File: src/rtl/rv32_mdu.sv
// Iterative radix-2 RV32M multiply/divide unit (MUL*/DIV*/REM*), one result bit per cycle.
// Optional early-out path for trivial operands is enabled by defining RV32_MDU_EARLY_OUT_EN.
module rv32_mdu #(
  parameter int XLEN = 32
) (
  input  logic            clk,
  input  logic            rst,
  input  logic            Start,
  input  logic [2:0]      MDUOp,
  input  logic [XLEN-1:0] A,
  input  logic [XLEN-1:0] B,
  output logic            Busy,
  output logic            Done,
  output logic [XLEN-1:0] MDURes
);

  localparam int CW = $clog2(XLEN) + 1;
  localparam logic [XLEN-1:0] MIN_NEG = {1'b1, {(XLEN-1){1'b0}}};

  localparam logic [1:0] IDLE = 2'd0;
  localparam logic [1:0] CALC = 2'd1;
  localparam logic [1:0] FIX  = 2'd2;
`ifdef RV32_MDU_EARLY_OUT_EN
  localparam logic [1:0] EARLY = 2'd3;
`endif

  logic [1:0]        state;
  logic [CW-1:0]     cnt;
  logic [2:0]        op;
  logic [XLEN-1:0]   a_q;
  logic [XLEN-1:0]   mb;
  logic [XLEN-1:0]   res_q;
  logic              neg_a;
  logic              neg_b;
  logic              fin;
  logic [2*XLEN-1:0] prod;

  // Operand conditioning at request time
  logic            a_signed_in, b_signed_in, neg_a_in, neg_b_in;
  logic [XLEN-1:0] ma_in, mb_in;

  always_comb begin
    a_signed_in = (MDUOp inside {3'b000, 3'b001, 3'b010, 3'b100, 3'b110});
    b_signed_in = (MDUOp inside {3'b000, 3'b001, 3'b100, 3'b110});
    neg_a_in    = a_signed_in & A[XLEN-1];
    neg_b_in    = b_signed_in & B[XLEN-1];
    ma_in       = neg_a_in ? -A : A;
    mb_in       = neg_b_in ? -B : B;
  end

`ifdef RV32_MDU_EARLY_OUT_EN
  logic early_in;
  always_comb begin
    if (MDUOp[2])
      early_in = (B == '0) || (!MDUOp[0] && (A == MIN_NEG) && (B == '1));
    else
      early_in = (A == '0) || (B == '0);
  end
`endif

  // One iteration step; prod holds {acc, multiplier} or {remainder, quotient}
  logic [XLEN:0]     mul_sum, div_shift, div_diff;
  logic [2*XLEN-1:0] mul_step, div_step;

  always_comb begin
    mul_sum   = {1'b0, prod[2*XLEN-1:XLEN]} + (prod[0] ? {1'b0, mb} : '0);
    mul_step  = {mul_sum, prod[XLEN-1:1]};
    div_shift = {prod[2*XLEN-1:XLEN], prod[XLEN-1]};
    div_diff  = div_shift - {1'b0, mb};
    div_step  = div_diff[XLEN] ? {div_shift[XLEN-1:0], prod[XLEN-2:0], 1'b0}
                               : {div_diff[XLEN-1:0],  prod[XLEN-2:0], 1'b1};
  end

  // Sign correction and RISC-V special-case resolution
  logic [2*XLEN-1:0] prod_s;
  logic [XLEN-1:0]   quo_s, rem_s, fix_res;
  logic              b_zero, ovf;

  always_comb begin
    prod_s  = (neg_a ^ neg_b) ? -prod : prod;
    quo_s   = (neg_a ^ neg_b) ? -prod[XLEN-1:0] : prod[XLEN-1:0];
    rem_s   = neg_a ? -prod[2*XLEN-1:XLEN] : prod[2*XLEN-1:XLEN];
    b_zero  = (mb == '0);
    ovf     = !op[0] && neg_b && (mb == XLEN'(1)) && (a_q == MIN_NEG);
    fix_res = '0;
    if (!op[2]) begin
      fix_res = (op[1:0] == 2'b00) ? prod_s[XLEN-1:0] : prod_s[2*XLEN-1:XLEN];
      if ((a_q == '0) || b_zero)
        fix_res = '0;
    end else if (b_zero) begin
      fix_res = op[1] ? a_q : '1;
    end else if (ovf) begin
      fix_res = op[1] ? '0 : a_q;
    end else begin
      fix_res = op[1] ? rem_s : quo_s;
    end
  end

  // FIX stages the corrected result in res_q; fin publishes it one edge later,
  // keeping Busy high until the Done cycle.
  always_ff @(posedge clk or posedge rst) begin
    if (rst) begin
      state  <= IDLE;
      cnt    <= '0;
      op     <= '0;
      a_q    <= '0;
      mb     <= '0;
      res_q  <= '0;
      neg_a  <= 1'b0;
      neg_b  <= 1'b0;
      fin    <= 1'b0;
      prod   <= '0;
      Busy   <= 1'b0;
      Done   <= 1'b0;
      MDURes <= '0;
    end else begin
      Done <= 1'b0;
      fin  <= 1'b0;
      case (state)
        IDLE: begin
          if (fin) begin
            MDURes <= res_q;
            Done   <= 1'b1;
            Busy   <= 1'b0;
          end else if (Start) begin
            op    <= MDUOp;
            a_q   <= A;
            mb    <= mb_in;
            neg_a <= neg_a_in;
            neg_b <= neg_b_in;
            prod  <= {{XLEN{1'b0}}, ma_in};
            cnt   <= CW'(XLEN);
            Busy  <= 1'b1;
`ifdef RV32_MDU_EARLY_OUT_EN
            state <= early_in ? EARLY : CALC;
`else
            state <= CALC;
`endif
          end
        end
        CALC: begin
          prod <= op[2] ? div_step : mul_step;
          cnt  <= cnt - CW'(1);
          if (cnt == CW'(1))
            state <= FIX;
        end
        FIX: begin
          res_q <= fix_res;
          fin   <= 1'b1;
          state <= IDLE;
        end
`ifdef RV32_MDU_EARLY_OUT_EN
        EARLY: begin
          MDURes <= fix_res;
          Done   <= 1'b1;
          Busy   <= 1'b0;
          state  <= IDLE;
        end
`endif
        default: state <= IDLE;
      endcase
    end
  end

endmodule

File: config.mk
export PLATFORM = sky130hd
export DESIGN_NAME = rv32_mdu
export DESIGN_NICKNAME = d
export VERILOG_FILES = /design/src/rtl/rv32_mdu.sv
export SDC_FILE = /design/constraint.sdc
export NUM_CORES = 1
export LEC_CHECK = 0
export ABC_CLOCK_PERIOD_IN_PS = 9690
export BUFFER_PORTS_ARGS = -buffer_cell sky130_fd_sc_hd__buf_4
export CORE_ASPECT_RATIO = 2
export CORE_MARGIN = 1
export CORE_UTILIZATION = 30
export DETAILED_ROUTE_END_ITERATION = 8
export GPL_ROUTABILITY_DRIVEN = 0
export PLACE_DENSITY_LB_ADDON = 0.05
export SETUP_SLACK_MARGIN = 0.3
export SYNTH_ARGS = -nofsm -noshare
export SYNTH_HDL_FRONTEND = slang
export SYNTH_SLANG_ARGS = --single-unit
File: constraint.sdc
create_clock -name clk -period 9.69 [get_ports clk]
set_input_delay 0.4845 -clock clk [delete_from_list [all_inputs] [get_ports clk]]
set_output_delay 0.4845 -clock clk [all_outputs]
set_load 0.02 [all_outputs]
==> key figures <==
CTS
  • CTS Hold Buffers Added: 0
  • Root buf cell: clkbuf_16
  • CTS max path bufs: 3
  • CTS HTree Levels: 1
  • Clock Latency Late Sink: between 0.5 and 0.6 ns
  • Clock transition at path regs: 0.07 ns
  • Setup Buffers After CTS: 0
  • CTS Buf Count: 25
  • Post-CTS Resized: 0
  • TritonCTS Sinks: 208
  • CTS tree: done

Floorplanning
  • Initial Utilization: 0.304
  • Height of the die: 337 um
  • Die W: roughly 170 um
  • Placeable Area: about 55000 um2
  • Cell row count: 122
  • Io pins: between 100 and 150
  • Die ar.: 57100 um2

GRT
  • GRT Total Usage: 0.247
  • Initial antenna violation count: 1
  • Vias in the first global route: around 16k
  • Largest net degree at the start of global routing: just under 100
  • Global-route wire length before repair: roughly 100000 um
  • Total gr overflow: 0

Logic synthesis
  • Most used DFF post-synth: dfrtp_1
  • Cell variety after synth: between 80 and 90
  • Yosys top cell area share: 0.309
  • Ys async rst share: 1.00
  • Number of synthesized flops with an enable pin: 0
  • Post-Syn Nets: 2255
  • Ranking of synthesized cells by area: dfrtp_1 (31%), nand2_1 (7.3%), o21ai_0 (7.0%), xor2_1 (5.8%), ha_1 (5.2%)
  • Mapped Area: 16800 um2
  • Post-synthesis cell count: around 2.1k
  • Post-synthesis area per instance: between 7 and 8 um2
  • Synth Warn #: 0
  • Sequential area share after synthesis: 0.309
  • Leading area contributor after synthesis: dfrtp_1
  • Yosys reg bits: roughly 210

Timing
  • Fmax: 226 MHz
  • Setup violations, final: 0
  • Minimum clock period: 4.43 ns
  • Clock Skew: approximately 0.023 ns
  • Slew Viols, Final: 0
  • RSZ-0062 raised after global routing: false
  • Worst-Margin Slew: 1.17 ns
  • Hold Fails Final Rpt: 0
  • Setup TNS: 0 ns
  • Setup WS post-layout: ~5.3 ns
  • Slew margin rel.: 0.221
  • Final worst path period share: 0.457

Setup path
  • FF-to-FF setup slack: approximately 5.3 ns
  • Most numerous cell on the critical path: and3_1
  • CP peak stage delay: about 0.83 ns
  • Critical Path RT: between 10 and 15 ns
  • CP Cell Sequence: inv_1 > buf_4 > nor2_1 > ha_1 > and3_1 > and3_1 > and3_1 > a221oi_1 > o221a_2 > o21ai_1 > a41oi_1 > o21ai_0 > xor2_1 > a221o_1
  • Crit path capture type: flip-flop
  • Highest-delay cell along the critical path: a221oi_1
  • CP Class: reg -> reg
  • Worst-path fanout max: 32
  • Worst r2r src: prod[0]$_DFFE_PP0P_
  • Worst EP arrival: about 4.9 ns
  • Worst r2r path cells: 14
  • CP Launch Type: flip-flop
  • Critical R2R Capture: prod[62]$_DFFE_PP0P_

Outcome
  • Status: complete, no violations

Cells and area
  • Utilization after layout: 0.342
  • Most frequent cells in the layout: nand2_1 (326), o21ai_0 (235), dfrtp_1 (207)
  • Reg area: roughly 5200 um2
  • Area occupied by multi-input gates: 10800 um2
  • Commonest non-fill, non-tap cell in the layout: nand2_1
  • Fill cells: 5901
  • Non-filler cells, final: between 2k and 3k
  • N_diodes: 0
  • Fraction of layout cells with a size suffix above 1: 0.111
  • Area Overhead vs Synth: 12.7%
  • # nets final: approximately 2.3k

Route
  • Number of detailed-route iterations in the first pass: 5
  • Via density: 5.47
  • DR vias: approximately 16k
  • Final ANT Viol Nets: 0
  • DR DRC count: 0
  • Wirelength per Cell: between 20 and 25 um
  • DRT iter0 DRCs: 852
  • Total length of routed wires: a little under 70000 um

Run
  • MaxCap Viol Count: 0

Worst hold path
  • HP Class: in -> async

Power
  • LEAKAGE: 0.00841 uW
  • PwrDens: 407 nW/um2
  • Peak supply drop: 0.150 mV
  • Power Total: ~7700 uW

Place
  • PortBufs: between 100 and 150
  • Place WS: between 5 and 6 ns
  • Detail Placement HPWL: about 53000 um
  • Placed Cells incl. Taps: 2843
power breakdown:
| group | internal (uW) | switching, uW |
|---|---|---|
| Sequential | 1210 | 656 |
| Combinational | 1820 | 3050 |
| Clock | 561 | 423 |
critical path, delay by kind of cell (launching register included):
family                   cells  cell delay (ns)
AO/OA/AOI/OAI                6             2.15
XOR/XNOR                     1             0.17
adder cells (fa/ha/maj)      1             0.36
buffers and inverters        2             0.44
flip-flops                   1             0.46
AND/OR/NAND/NOR              4             0.72
routing by layer:
metal / track usage / wire length (um)
met1: 0.252 / 24800
met2: 0.457 / 36100
met3: 0.0198 / 2050
met4: 0.196 / 6150
met5: 0 / 0
flip-flops by register name (all words and copies together), names as in the netlist:
register  cells
prod         64
MDURes       32
a_q          32
mb           32
res_q        32
cnt           6
op            3
state         2
Busy          1
Done          1
fin           1
neg_a         1
neg_b         1
worst max path at each step:
| stage | startpoint | endpoint | slack, ns | depth (start not counted) |
|---|---|---|---|---|
| 6_report | prod[0]$_DFFE_PP0P_ | prod[62]$_DFFE_PP0P_ | 5.26 | 14 |
| 5_1_grt | prod[0]$_DFFE_PP0P_ | prod[62]$_DFFE_PP0P_ | 5.07 | 14 |
| 4_1_cts | prod[0]$_DFFE_PP0P_ | prod[62]$_DFFE_PP0P_ | 5.30 | 14 |
| 3_5_place_dp | prod[0]$_DFFE_PP0P_ | prod[62]$_DFFE_PP0P_ | 5.31 | 14 |
| 3_3_place_gp | prod[0]$_DFFE_PP0P_ | prod[62]$_DFFE_PP0P_ | 5.44 | 14 |
| 2_1_floorplan | rst | Busy$_DFFE_PP0P_ | 3.52 | 1 |
synth_stat cells (all sizes together), types with 15 or more instances:
cell type / n
a211oi: 17
xnor2: 91
nor2: 158
ha: 70
inv: 71
clkbuf: 111
a31oi: 17
nand2b: 21
nand3: 25
nand2: 327
buf: 31
o41ai: 18
a21o: 39
dfrtp: 208
a21oi: 158
and3: 21
mux2: 32
xor2: 112
nor4: 35
o21ai: 243
mux2i: 39
nor3: 31
or4: 18
o31ai: 22
or3: 15
a22oi: 20
logic make-up (layout without fill, tap and decap cells):
kind of cell    count (synthesis)  count (layout)  synth area share
buf+inv                       213             242            0.0535
xor+xnor                      203             203             0.106
mux                            71              71            0.0446
flops                         208             208             0.309
fa+ha+maj                      72              72            0.0544
simple gates                  702             702             0.195
compound gates                644             644             0.238
through the flow:
stage	hold slack, ns	instance area [um2]
global placement	0.468	18200
global route	0.0925	19000
floorplan	0.444	16800
detailed placement	0.472	18200
CTS	0.0891	19000
finish	0.0369	19000
area by class of cell:
type | instances | share of cell area
Inverter | 71 | 0.0145
Multi-Input combinational cell | 1692 | 0.569
Clock inverter | 12 | 0.00779
Timing Repair Buffer | 128 | 0.0507
Sequential cell | 208 | 0.275
Tap cell | 744 | 0.0491
Clock buffer | 31 | 0.0347
No activity file was read; power rests on OpenSTA's default activity.
